## src/rtl/vga_timing_gen.sv

```systemverilog
// ---------------------------------------------------------------------------
// vga_timing_gen
//   Raster timing generator for a VGA-style display. It produces horizontal and
//   vertical counters, registered sync and data-enable strobes, a pixel fetch
//   strobe that leads data-enable by RD_LEAD clocks, and the colour outputs.
//
//   Line and frame order: sync, back porch, active, front porch.
//
//   Optional feature: define VGA_TIMING_TPG_EN to build in an 8-bar colour
//   test-pattern generator, which is selected at run time by tpg_en. Without
//   the macro, tpg_en is accepted but has no effect.
//
// Ports
//   clk          in   pixel clock
//   rstn         in   synchronous active-low reset
//   sof_sync     in   frame restart; held high, it holds both counters at 0
//   rd_req       out  pixel fetch strobe, one pulse per active pixel
//   rd_data      in   pixel {B,G,R}, CW bits per channel
//   rd_valid     in   rd_data is valid in this cycle
//   red/grn/blu  out  colour channels; 0 outside the active area
//   hsync/vsync  out  sync strobes, asserted level HS_POL / VS_POL
//   de           out  data enable, high in the active area
//   hcount       out  horizontal position of the current cycle
//   vcount       out  vertical position of the current cycle
//   frame_start  out  one-clock pulse at hcount=0, vcount=0
//   line_start   out  one-clock pulse at hcount=0
//   underflow    out  sticky: rd_valid was low during a de cycle
//   tpg_en       in   selects the test pattern (macro build only)
//
// Pixel handshake: rd_req high in cycle n requests the pixel that is shown in
// cycle n+RD_LEAD. In that cycle the source presents it on rd_data with
// rd_valid=1. rd_valid=0 while de=1 blanks the pixel and sets underflow.
// RD_LEAD must lie in 1..H_BP. H_ACTIVE must be at least 8 when the pattern
// generator is built in.
// ---------------------------------------------------------------------------
module vga_timing_gen #(
   parameter int H_ACTIVE = 640,
   parameter int H_FP     = 16,
   parameter int H_SYNC   = 96,
   parameter int H_BP     = 48,
   parameter int V_ACTIVE = 480,
   parameter int V_FP     = 10,
   parameter int V_SYNC   = 2,
   parameter int V_BP     = 29,
   parameter bit HS_POL   = 1'b0,
   parameter bit VS_POL   = 1'b0,
   parameter int CW       = 4,
   parameter int RD_LEAD  = 1
) (
   input  logic            clk,
   input  logic            rstn,
   input  logic            sof_sync,
   output logic            rd_req,
   input  logic [3*CW-1:0] rd_data,
   input  logic            rd_valid,
   output logic [CW-1:0]   red,
   output logic [CW-1:0]   grn,
   output logic [CW-1:0]   blu,
   output logic            hsync,
   output logic            vsync,
   output logic            de,
   output logic [11:0]     hcount,
   output logic [11:0]     vcount,
   output logic            frame_start,
   output logic            line_start,
   output logic            underflow,
   input  logic            tpg_en
);

   typedef logic [11:0] cnt_t;

   localparam int   H_TOTAL  = H_SYNC + H_BP + H_ACTIVE + H_FP;
   localparam int   V_TOTAL  = V_SYNC + V_BP + V_ACTIVE + V_FP;
   localparam cnt_t H_LAST   = cnt_t'(H_TOTAL - 1);
   localparam cnt_t V_LAST   = cnt_t'(V_TOTAL - 1);
   localparam cnt_t H_SYNC_E = cnt_t'(H_SYNC);
   localparam cnt_t V_SYNC_E = cnt_t'(V_SYNC);
   localparam cnt_t H_ACT_S  = cnt_t'(H_SYNC + H_BP);
   localparam cnt_t H_ACT_E  = cnt_t'(H_SYNC + H_BP + H_ACTIVE - 1);
   localparam cnt_t V_ACT_S  = cnt_t'(V_SYNC + V_BP);
   localparam cnt_t V_ACT_E  = cnt_t'(V_SYNC + V_BP + V_ACTIVE - 1);
   localparam cnt_t RD_S     = cnt_t'(H_SYNC + H_BP - RD_LEAD);
   localparam cnt_t RD_E     = cnt_t'(H_SYNC + H_BP + H_ACTIVE - 1 - RD_LEAD);

   cnt_t hcount_q, hcount_d;
   cnt_t vcount_q, vcount_d;
   // Restart pending: set by reset or sof_sync. The first free cycle after it
   // presents 0/0 again with frame_start, so counting resumes from a clean frame.
   logic pend_q, pend_d;
   logic hsync_q, hsync_d;
   logic vsync_q, vsync_d;
   logic de_q, de_d;
   logic rd_req_q, rd_req_d;
   logic fs_q, fs_d;
   logic ls_q, ls_d;
   logic underflow_q, underflow_d;
   logic h_act, v_act;
   logic [3*CW-1:0] pix;

   always_comb begin
      hcount_d = hcount_q;
      vcount_d = vcount_q;
      pend_d   = 1'b0;
      if (sof_sync) begin
         hcount_d = '0;
         vcount_d = '0;
         pend_d   = 1'b1;
      end else if (pend_q) begin
         hcount_d = '0;
         vcount_d = '0;
      end else if (hcount_q == H_LAST) begin
         hcount_d = '0;
         vcount_d = (vcount_q == V_LAST) ? '0 : vcount_q + 12'd1;
      end else begin
         hcount_d = hcount_q + 12'd1;
      end

      // Strobes are decoded from the next counter values so that, once
      // registered, they line up with the counters presented in the same cycle.
      h_act    = (hcount_d >= H_ACT_S) && (hcount_d <= H_ACT_E);
      v_act    = (vcount_d >= V_ACT_S) && (vcount_d <= V_ACT_E);
      hsync_d  = (hcount_d < H_SYNC_E) ? HS_POL : ~HS_POL;
      vsync_d  = (vcount_d < V_SYNC_E) ? VS_POL : ~VS_POL;
      de_d     = h_act && v_act;
      rd_req_d = v_act && (hcount_d >= RD_S) && (hcount_d <= RD_E);
      // While sof_sync holds the counters at 0 no frame or line has started yet.
      fs_d     = !sof_sync && (hcount_d == '0) && (vcount_d == '0);
      ls_d     = !sof_sync && (hcount_d == '0);

      underflow_d = fs_d ? 1'b0 : (underflow_q | (de_q & ~rd_valid));
`ifdef VGA_TIMING_TPG_EN
      if (tpg_en) underflow_d = 1'b0;
`endif
   end

   always_ff @(posedge clk) begin
      if (!rstn) begin
         hcount_q    <= '0;
         vcount_q    <= '0;
         pend_q      <= 1'b1;
         hsync_q     <= ~HS_POL;
         vsync_q     <= ~VS_POL;
         de_q        <= 1'b0;
         rd_req_q    <= 1'b0;
         fs_q        <= 1'b0;
         ls_q        <= 1'b0;
         underflow_q <= 1'b0;
      end else begin
         hcount_q    <= hcount_d;
         vcount_q    <= vcount_d;
         pend_q      <= pend_d;
         hsync_q     <= hsync_d;
         vsync_q     <= vsync_d;
         de_q        <= de_d;
         rd_req_q    <= rd_req_d;
         fs_q        <= fs_d;
         ls_q        <= ls_d;
         underflow_q <= underflow_d;
      end
   end

`ifdef VGA_TIMING_TPG_EN
   localparam cnt_t BAR_W = cnt_t'(H_ACTIVE / 8);
   cnt_t       bar_off;
   logic [2:0] bar;
   assign bar_off = hcount_q - H_ACT_S;
   assign bar     = 3'(bar_off / BAR_W);
`else
   logic unused_tpg_en;
   assign unused_tpg_en = tpg_en;
`endif

   // Colour passes straight from rd_data in the de cycle that the source fills.
   always_comb begin
      pix = '0;
      if (de_q && rd_valid) pix = rd_data;
`ifdef VGA_TIMING_TPG_EN
      if (tpg_en) pix = de_q ? {{CW{bar[2]}}, {CW{bar[1]}}, {CW{bar[0]}}} : '0;
`endif
   end

   assign red         = pix[CW-1:0];
   assign grn         = pix[2*CW-1:CW];
   assign blu         = pix[3*CW-1:2*CW];
   assign hcount      = hcount_q;
   assign vcount      = vcount_q;
   assign hsync       = hsync_q;
   assign vsync       = vsync_q;
   assign de          = de_q;
   assign rd_req      = rd_req_q;
   assign frame_start = fs_q;
   assign line_start  = ls_q;
   assign underflow   = underflow_q;

endmodule
```

## config.mk

```make
export PLATFORM = sky130hd
export DESIGN_NAME = vga_timing_gen
export DESIGN_NICKNAME = d
export VERILOG_FILES = /design/src/rtl/vga_timing_gen.sv
export SDC_FILE = /design/constraint.sdc
export NUM_CORES = 1
export LEC_CHECK = 0
export CORE_UTILIZATION = 40
export DETAILED_ROUTE_END_ITERATION = 16
export DONT_BUFFER_PORTS = 1
export PLACE_DENSITY = 0.58
export SLEW_MARGIN = 40
export SYNTH_ARGS = -nofsm -noshare
export SYNTH_HDL_FRONTEND = slang
export SYNTH_SLANG_ARGS = --single-unit
```

## constraint.sdc

```tcl
create_clock -name clk -period 2.85 [get_ports clk]
set_input_delay 0.285 -clock clk [delete_from_list [all_inputs] [get_ports clk]]
set_output_delay 0.285 -clock clk [all_outputs]
set_load 0.02 [all_outputs]
```

* Yosys cells after proc, flatten, opt, wreduce, memory -nomap -nowiden
Index checks and enable logic that the tools add are counted.
** Storage, ports and cells
- Register bits :: 32
- Input port bits :: 17
- Output and inout port bits :: 43
- Logic and storage cells :: 49
** Cells by class
- Add/sub/neg operators :: 2
- $lt $le $gt $ge :: 8
- Eq/ne operators :: 2
- Mux-type cells :: 11
- Bitwise gates (word level) :: 4
- Reductions and logical operators :: 12
** Operators with widths (count)
- two-way mux 12 bit :: 8
- adder 12 x 1 -> 12 bit, second input constant :: 2
- == test 12 x 10 -> 1 bit, second input constant :: 2
- >= comparator 12 x 8 -> 1 bit, second input constant :: 2
- less-or-equal comparator 12 x 10 -> 1 bit, second input constant :: 2
- logical NOT 12 bit :: 2
- >= comparator 12 x 5 -> 1 bit, second input constant :: 1
- less-or-equal comparator 12 x 9 -> 1 bit, second input constant :: 1
- less-than comparator 12 x 2 -> 1 bit, second input constant :: 1
- less-than comparator 12 x 7 -> 1 bit, second input constant :: 1
- logical AND 1 bit :: 8
- two-way mux 1 bit :: 3
- NOT 1 bit :: 2
- OR reduction 2 bit :: 1
- AND 1 bit :: 1
- logical NOT 1 bit :: 1
- bitwise OR 1 bit :: 1

* Longest topological paths before layout
Gate-level depths: netlist of run 1.
- Depth after elaboration :: 9
- Mapped depth :: 12
- Mapped depth without buffers :: 9

* Worst setup path before layout of run 1
No wires, ideal clock.
- Kind :: register to register
- Start :: register hcount_q[1], in the netlist hcount[1]
- End :: register fs_q, in the netlist frame_start
- Setup time :: 0.073 ns
- Arrival :: 2.530 ns
- Data required time :: 2.777 ns
- Path slack :: 0.248 ns
- Stages on the path, launching flop included :: 11
- Buffers on the path :: 2
- Clock period less this slack :: 2.602 ns
- Cells stage by stage :: dfxtp_1 ha_1 buf_2 and4_1 buf_6 nand3_1 nor2_1 mux2_2 or3_1 o21ai_1 nor3b_2
** Between the ends
- Longest elaborated chain between the ends :: 7
- Elaborated cells between the ends (all ways) :: 12
- Those cells by class :: 1 x add/sub; 1 x eq/ne; 6 x mux; 4 x reduce/logical
** Ends and longest elaborated chain
- start: declaration :: RTL line 85 : cnt_t hcount_q, hcount_d;
- start signal: assignment :: RTL line 149 : hcount_q <= hcount_d;
- adder 12 x 1 -> 12 bit / == test 12 x 10 -> 1 bit (equally long branches) :: RTL line 115, 111
- two-way mux 12 bit :: RTL line 111 : end else if (hcount_q == H_LAST) begin
- two-way mux 12 bit :: RTL line 108 : end else if (pend_q) begin
- two-way mux 12 bit :: RTL line 104 : if (sof_sync) begin
- logical NOT 12 bit :: RTL line 127 : fs_d = !sof_sync && (hcount_d == '0) && (vcount_d == '0);
- logical AND 1 bit :: RTL line 127
- logical AND 1 bit * :: RTL line 127
- end signal: assignment :: RTL line 156 : fs_q <= fs_d;
- end: declaration :: RTL line 94 : logic fs_q, fs_d;
Mark *: on every way between the ends. The rest lies on a longest branch, timed or not.
A chain may end at the register's enable or synchronous reset.

* Final worst setup path of run 1
- Start :: register hcount_q[5], in the netlist hcount[5]
- End :: register rd_req_q, in the netlist rd_req
** Between the ends
- Longest elaborated chain between the ends :: 8
- Elaborated cells between the ends (all ways) :: 15
- Those cells by class :: 1 x add/sub; 4 x order compare; 1 x eq/ne; 6 x mux; 3 x reduce/logical
** Ends and longest elaborated chain
- parallel branches: the longest is 7 deep, another holds adder 12 x 1 -> 12 bit
- logical AND 1 bit * :: RTL line 125 : rd_req_d = v_act && (hcount_d >= RD_S) && (hcount_d <= RD_E);
- end signal: assignment :: RTL line 155 : rd_req_q <= rd_req_d;
- end: declaration :: RTL line 93 : logic rd_req_q, rd_req_d;
Mark *: on every way between the ends.

==> flow_metrics.tcl, run 1 <==
set metrics [dict create \
    status "finished clean" \
    place_ws_ns 0.3284 \
    finalSetupViolCount 0 \
    rows 26 \
    worstMarginPinSlew_ns 0.5027 \
    dr.pass1.iters 4 \
    avgViaCountPerCell 5.500 \
    finalHoldViolations 0 \
    whs_ns 0.08990 \
    place_congestion 0.8073 \
    synth_area_um2 2105 \
    syn_inst 264 \
    hold_depth 1 \
    num_io_pins 60 \
    clk_pin_slew_ns 0.06 \
    whs_endpoint "vsync" \
    die_h_um 74.54 \
    grt_pass1_wl_um 8211 \
    max_freq_mhz 397.7 \
    vias 1925 \
    r2r_end "rd_req" \
    drcViolationCount 0 \
    drv_slew 0 \
    cp.arrival_ns 2.74 \
    finalCritPeriodShare 0.8823 \
    hp-class "in -> reg" \
    sw_frac_of_total 0.2293 \
    intPower_mw 0.6516 \
    cp.required_ns 3.08 \
    grtUsageTotal 0.1937 \
    clock-sinks 32 \
    syn_area_per_cell_um2 7.972 \
    dp_cells 342 \
    routed_wl_um 4972 \
    ys_types 55 \
    r2r_start "hcount[5]" \
    core_area_um2 5075 \
    postSynthNetCount 284 \
    setup_ws_ns 0.3353 \
    placed_area_um2 2282 \
    max-clock-path-buffers 2 \
    drtIter0Drc 77 \
    start_kind "flip-flop" \
    p_switching_mw 0.1939 \
    numCtsBuffers 5 \
    p_seq_frac 0.540 \
    ant_nets 0 \
    fin_tns_setup_ns 0 \
    cts-root-buf "clkbuf_8" \
    rsz0062_at_grt "no" \
    cts_tree "built" \
    clock_latency_ns 0.29 \
    chipWidth_um 74.54 \
    timing.slew.headroom 0.6644 \
    cts-hold-fix-buffers 0 \
    ir_worst_vdd_uv 240.1 \
    nets 299 \
    final_area_um2 2375 \
    grt_pass1_vias 1783 \
    total_power_mw 0.8455 \
    antenna_found_initial 0 \
    synthToLayoutAreaGrowth_pct 12.84 \
    start_util 0.4147 \
    clock_power_share 0.433 \
    final_util 0.4679 \
    pwr-share-comb 0.027 \
    fin_crit_ns 2.515 \
    reg2reg_depth 7 \
    hold_path_startpoint "rstn" \
    diodes 0 \
    path_class "reg -> reg" \
    ys_seq_elements 32 \
    die-area_um2 5555 \
    ys_warn_count 0 \
    port_buffers 0 \
    overflow 0 \
    htreeDepth 2 \
    end_kind "flip-flop" \
    worst-path-buf-inv 1 \
    postCtsSetupBuffers 0 \
    drt-wirelength-per-cell_um 14.21 \
    yosysSeqAreaShare 0.3044 \
    drive_above_1_share 0.1893 \
    dp_hpwl_um 3833 \
    crit_slowest_cell "dfxtp_1" \
    grt_max_degree 15 \
    finalNonFillerCells 350 \
    r2r_setup_slack_ns 0.34 \
    critPathTopFamily "compound AO/OA/AOI/OAI gates" \
    max-cap-violations 0 \
    cts_resized 0 \
    leakagePower_nw 0.8720 \
    crit_chain "inv_1 > or4_1 > a32oi_2 > and2_1 > o21ai_2 > a2111oi_4 > o221a_1" \
    powerDensity_nw_per_um2 356.0 \
    critPathMaxStageDelay_ns 0.64 \
    finClkSkew_ns 0.009982 \
    worst-path-max-fanout 9 \
]
[state kept, by name, summed over array words and instances, names as in the netlist]
name         cells
hcount          12
rd_req           1
line_start       1
underflow        1
vsync            1
hsync            1
de               1
pend_q           1
vcount          12
frame_start      1
[logic make-up (layout without fill, tap and decap cells)]
family | count (synthesis) | in the layout | share of synthesized area
buffers and inverters | 28 | 44 | 0.06956
multiplexers | 2 | 2 | 0.01011
flip-flops | 32 | 32 | 0.3044
adder cells (fa/ha/maj) | 3 | 3 | 0.01784
XOR/XNOR | 22 | 22 | 0.09156
AND/OR/NAND/NOR | 128 | 128 | 0.3330
AO/OA/AOI/OAI | 49 | 49 | 0.1736
[power by group through the flow]
stage               clock, mW  sequential, mW  combinational (mW)
floorplan                   0           0.468              0.0178
global placement            0           0.468              0.0222
detailed placement          0           0.467              0.0226
CTS                     0.378           0.457              0.0228
global route            0.393           0.457              0.0250
finish                  0.366           0.457              0.0224
[worst max-delay path by stage]
stage / from / end / slack [ns] / cells past startpoint
after global placement: hcount[5] / underflow / 0.37 / 7
after floorplan: hcount[1] / frame_start / 0.25 / 10
after detailed placement: hcount[5] / underflow / 0.33 / 7
final: hcount[5] / rd_req / 0.34 / 7
after CTS: hcount[5] / rd_req / 0.31 / 7
after global routing: hcount[5] / rd_req / 0.17 / 7
[final cells by class]
| cell class | instances | area [um2] |
|---|---|---|
| clock buffers | 6 | 82.58 |
| clock inverters | 2 | 10.01 |
| fillers | 534 | 2700 |
| inverters | 9 | 33.78 |
| multi-input cells | 204 | 1318 |
| flip-flops and latches | 32 | 640.6 |
| well taps | 70 | 87.58 |
| repair buffers | 27 | 202.7 |
[cell usage in the layout (no fill, tap or decap), types with 3 or more instances in the layout]
master    count
nand2_1      20
and4_1        3
or2_2         3
a21oi_1      11
clkbuf_8      6
dfxtp_1      32
nor2_1       32
nor2b_1       3
a31oi_1       5
ha_1          3
nor4_1        3
nor3_1        8
xnor2_1      15
o21ai_1       5
inv_1         9
buf_4        27
o21ai_0       6
nand3_1      14
or3_1         4
nand4_1       7
xor2_1        7
and3_1       16
and2_1        3
[cells in the mapped netlist (all sizes together)]
cell type / number / area (um2)
a21o: 1 / 7.510
a31o: 2 / 17.52
o221a: 1 / 11.26
nor3b: 1 / 12.51
a2111oi: 1 / 27.53
o22ai: 2 / 12.51
and4: 3 / 26.28
nor2b: 3 / 18.77
o31a: 2 / 17.52
o22a: 2 / 17.52
o211ai: 2 / 20.02
and4bb: 1 / 12.51
or3: 4 / 25.02
a32oi: 1 / 16.27
nor2: 32 / 120.1
nand2: 21 / 81.33
buf: 13 / 90.08
mux2i: 1 / 10.01
nor4: 3 / 18.77
nand4: 7 / 43.79
or4b: 1 / 10.01
o31ai: 3 / 27.52
a31oi: 6 / 43.79
dfxtp: 32 / 640.6
nand2b: 1 / 6.260
inv: 9 / 33.78
clkbuf: 6 / 22.52
or4: 2 / 18.77
xor2: 7 / 61.31
and3: 17 / 111.4
ha: 3 / 37.54
and2: 3 / 18.77
a21oi: 12 / 63.81
a2111o: 1 / 11.26
nand4bb: 1 / 11.26
o21ai: 12 / 63.81
o21a: 1 / 7.510
nand3: 15 / 80.08
nor3: 10 / 66.32
xnor2: 15 / 131.4
or2: 3 / 18.77
mux2: 1 / 11.26
[per-layer routing]
layer  wire length (um)  GRT usage
met2               2479     0.3313
met3                208    0.04743
met1               2223     0.2364
met4                 61    0.06709
met5                  0          0
[worst register-to-register path: stages, from the launching register on]
cell,delay [ns]
dfxtp_1,0.64
inv_1,0.11
or4_1,0.55
a32oi_2,0.31
and2_1,0.21
o21ai_2,0.07
a2111oi_4,0.34
o221a_1,0.23
Power figures use the tool's default switching activity.
==> run 2, diff against run 1 <==
--- a/config.mk
+++ b/config.mk
@@ -5,11 +5,11 @@
 export SDC_FILE = /design/constraint.sdc
 export NUM_CORES = 1
 export LEC_CHECK = 0
+export CORE_MARGIN = 2
 export CORE_UTILIZATION = 40
 export DETAILED_ROUTE_END_ITERATION = 16
 export DONT_BUFFER_PORTS = 1
 export PLACE_DENSITY = 0.58
-export SLEW_MARGIN = 40
 export SYNTH_ARGS = -nofsm -noshare
 export SYNTH_HDL_FRONTEND = slang
 export SYNTH_SLANG_ARGS = --single-unit
==> flow_metrics.tcl, run 2 (synthesis gave the netlist of run 1 again) <==
set metrics [dict create \
    numCtsBuffers 5 \
    hold_depth 1 \
    end_kind "flip-flop" \
    dp_cells 341 \
    cts_resized 0 \
    drv_slew 0 \
    ant_nets 0 \
    rows 26 \
    fill_cells 527 \
    ir_worst_vdd_uv 238.4 \
    timing.slew.headroom 0.6582 \
    powerDensity_nw_per_um2 345.2 \
    finalSetupViolCount 0 \
    fin_crit_ns 2.515 \
    cp.required_ns 3.07 \
    final_area_um2 2352 \
    grt_pass1_vias 1747 \
    start_kind "flip-flop" \
    layout_common_cells "nor2_1, dfxtp_1, buf_4, nand2_1, and3_1" \
    worst-path-max-fanout 9 \
    cp.arrival_ns 2.74 \
    clk_pin_slew_ns 0.07 \
    leakagePower_nw 0.8579 \
    avgViaCountPerCell 5.454 \
    drt-wirelength-per-cell_um 14.61 \
    num_io_pins 60 \
    die-area_um2 5858 \
    regArea_um2 640.6 \
    fin_tns_setup_ns 0 \
    postCtsSetupBuffers 0 \
    synthToLayoutAreaGrowth_pct 11.77 \
    multi_input_area_um2 1318 \
    grtUsageTotal 0.1784 \
    finalCritPeriodShare 0.8824 \
    chipWidth_um 76.54 \
    dp_hpwl_um 3841 \
    max_freq_mhz 397.6 \
    cts_tree "built" \
    max-cap-violations 0 \
    cts-hold-fix-buffers 0 \
    worstMarginPinSlew_ns 0.5120 \
    clock_latency_ns 0.28 \
    drive_above_1_share 0.1799 \
    die_h_um 76.54 \
    start_util 0.4121 \
    overflow 0 \
    critPathMaxStageDelay_ns 0.64 \
    max-clock-path-buffers 2 \
    dr.pass1.iters 4 \
    drtIter0Drc 128 \
    drcViolationCount 0 \
    port_buffers 0 \
    reg2reg_depth 7 \
    path_class "reg -> reg" \
    grt_max_degree 15 \
    nets 298 \
    routed_wl_um 5083 \
    crit_slowest_cell "dfxtp_1" \
    finalNonFillerCells 348 \
    crit_chain "inv_1 > or4_1 > a32oi_2 > and2_1 > o21ai_2 > a2111oi_4 > o221a_1" \
    antenna_found_initial 0 \
    finalHoldViolations 0 \
    finClkSkew_ns 0.004480 \
    clock-sinks 32 \
    hp-class "in -> reg" \
    diodes 0 \
    status "finished clean" \
    cts-root-buf "clkbuf_8" \
    core_area_um2 5107 \
    vias 1898 \
    htreeDepth 2 \
    placed_area_um2 2275 \
    place_congestion 0.8134 \
    grt_pass1_wl_um 8500 \
    rsz0062_at_grt "no" \
]
## run 2: per-layer routing
metal | global-route usage | vias to the layer above | share of wire
li1 | - | 956 | -
met1 | 0.2199 | 887 | 0.45
met2 | 0.2956 | 51 | 0.49
met3 | 0.05332 | 4 | 0.054
met4 | 0.06182 | 0 | 0.0079
met5 | 0 | - | 0
## run 2: power by group
part / total, mW / leakage (nW) / internal [mW] / switching, mW
Sequential: 0.457 / 0.259 / 0.451 / 0.00568
Combinational: 0.0222 / 0.558 / 0.00761 / 0.0146
Clock: 0.333 / 0.0410 / 0.166 / 0.167
Total: 0.812 / 0.858 / 0.625 / 0.187
## run 2: worst paths after layout
path              startpoint   endpoint  slack, ns
setup / recovery   hcount[5]     rd_req       0.34
hold / removal          rstn      vsync       0.08
setup reg to reg   hcount[5]     rd_req       0.34
hold reg to reg    hcount[0]  hcount[0]       0.60
## run 2: critical path: cells and delay by family (launching register included)
family	cells	cell delay, ns
DFF	1	0.64
and+or+nand+nor	2	0.76
AOI/OAI and AO/OA	4	0.95
buffers and inverters	1	0.12
## run 2: through the flow
stage | util | setup WS [ns] | total power [mW] | hold slack [ns]
global placement | 0.4454 | 0.3483 | 0.4897 | 0.3693
floorplan | - | 0.2478 | 0.4854 | 0.4099
finish | 0.4606 | 0.3350 | 0.8120 | 0.07510
CTS | 0.4606 | 0.3242 | 0.8209 | 0.07082
global route | 0.4606 | 0.1679 | 0.8451 | 0.08036
detailed placement | 0.4454 | 0.3416 | 0.4895 | 0.3657
## run 2: area by class of cell
cell class / instances / share of cell area
clock buffer: 6 / 0.03085
multi-input combinational: 204 / 0.5601
timing repair buffer: 26 / 0.08298
tap: 70 / 0.03723
clock inverter: 1 / 0.002128
sequential: 32 / 0.2723
inverter: 9 / 0.01436
==> run 3, diff against run 2 <==
--- a/config.mk
+++ b/config.mk
@@ -9,6 +9,7 @@
 export CORE_UTILIZATION = 40
 export DETAILED_ROUTE_END_ITERATION = 16
 export DONT_BUFFER_PORTS = 1
+export GPL_TIMING_DRIVEN = 0
 export PLACE_DENSITY = 0.58
 export SYNTH_ARGS = -nofsm -noshare
 export SYNTH_HDL_FRONTEND = slang
==> flow_metrics.tcl, run 3 (synthesis gave the netlist of run 1 again) <==
set metrics [dict create \
    clock_latency_ns 0.29 \
    worst-path-max-fanout 8 \
    powerDensity_nw_per_um2 349.3 \
    start_kind "flip-flop" \
    cts-hold-fix-buffers 0 \
    leakagePower_nw 0.8022 \
    drcViolationCount 0 \
    overflow 0 \
    avgViaCountPerCell 5.576 \
    final_area_um2 2280 \
    port_buffers 0 \
    grt_max_degree 11 \
    final_common_cell "nor2_1" \
    drt-wirelength-per-cell_um 14.76 \
    crit_slowest_cell "or4_4" \
    regArea_um2 646.9 \
    critPathMaxStageDelay_ns 0.61 \
    hp-class "in -> reg" \
    chipWidth_um 76.54 \
    fin_crit_ns 2.697 \
    end_kind "flip-flop" \
    finalHoldViolations 0 \
    ant_nets 0 \
    whs_ns 0.1330 \
    path_class "reg -> reg" \
    max_freq_mhz 370.8 \
    nets 292 \
    die-area_um2 5858 \
    grt_pass1_vias 1770 \
    clock-sinks 32 \
    finClkSkew_ns 0.006780 \
    rows 26 \
    routed_wl_um 5018 \
    dp_cells 334 \
    cp.arrival_ns 2.86 \
    htreeDepth 2 \
    multi_input_area_um2 1323 \
    start_util 0.4121 \
    r2r_setup_slack_ns 0.15 \
    core_area_um2 5107 \
    rsz0062_at_grt "no" \
    max-cap-violations 0 \
    numCtsBuffers 5 \
    dp_hpwl_um 3771 \
    num_io_pins 60 \
    cts-root-buf "clkbuf_8" \
    finalNonFillerCells 340 \
    drtIter0Drc 94 \
    timing.slew.headroom 0.6317 \
    fill_cells 522 \
    ir_worst_vdd_uv 170.1 \
    antenna_found_initial 0 \
    worstMarginPinSlew_ns 0.5482 \
    finalCritPeriodShare 0.9464 \
    synthToLayoutAreaGrowth_pct 8.324 \
    drive_above_1_share 0.1556 \
    finalSetupViolCount 0 \
    cp.required_ns 3.01 \
    grt_pass1_wl_um 8321 \
    grtUsageTotal 0.1746 \
    crit_chain "buf_2 > nand3_1 > nor3_1 > xnor2_1 > a31oi_1 > or4_4 > nor2_1 > a21oi_1" \
    vias 1896 \
    placed_area_um2 2192 \
    status "finished clean" \
    layout_common_cells "nor2_1, dfxtp_1, nand2_1, and3_1, xnor2_1" \
    place_congestion 0.8549 \
    die_h_um 76.54 \
    diodes 0 \
    drv_slew 0 \
    dr.pass1.iters 4 \
    max-clock-path-buffers 2 \
    cts_tree "built" \
    clk_pin_slew_ns 0.06 \
]
[run 3: worst paths after layout]
path,startpoint,end,cells past startpoint
max,hcount[6],underflow,8
max reg2reg,hcount[6],underflow,8
min reg2reg,hcount[0],hcount[0],1
min,sof_sync,pend_q,1
[run 3: per-layer routing]
layer | vias up | part of all wire | GRT usage
met1 | 881 | 0.45 | 0.2051
met2 | 48 | 0.47 | 0.2920
met4 | 0 | 0.015 | 0.06364
met3 | 10 | 0.061 | 0.06280
met5 | - | 0 | 0
li1 | 957 | - | -
[run 3: worst max-delay path, delay by kind of cell, from the launching register on]
kind | cells | cell delay, ns
DFF | 1 | 0.44
and+or+nand+nor | 4 | 1.40
xor gates and xnor gates | 1 | 0.18
buffers and inverters | 1 | 0.28
AOI/OAI and AO/OA | 2 | 0.27
[run 3: final cells by class]
type	count	area share
Buffer	19	0.04940
Clock buffer	5	0.03019
Timing Repair Buffer	1	0.003293
Tap cell	70	0.03842
Inverter	9	0.01482
Sequential cell	32	0.2838
Multi-Input combinational cell	204	0.5801
[run 3: repair_timing]
item,CTS,global route
pin swaps,0,1
gates cloned,0,0
resized for setup,3,3
setup endpoints to repair,3,3
setup buffers,0,1
[run 3: metrics by stage]
stage | TNS (ns) | setup slack, ns | power (mW) | util
after floorplan | 0 | 0.2478 | 0.4854 | -
after global placement | -0.2789 | -0.1253 | 0.4921 | 0.4292
after detailed placement | -0.2039 | -0.09771 | 0.4921 | 0.4292
after CTS | 0 | 0.01021 | 0.8089 | 0.4434
after global routing | 0 | 0.0003062 | 0.8323 | 0.4464
final | 0 | 0.1528 | 0.7963 | 0.4464
[run 3: report_power, final]
group | total, mW | internal [mW] | leakage, nW | switching (mW)
Combinational | 0.0235 | 0.00703 | 0.505 | 0.0165
Clock | 0.315 | 0.157 | 0.0359 | 0.158
Sequential | 0.457 | 0.451 | 0.261 | 0.00665
Total | 0.796 | 0.615 | 0.802 | 0.181
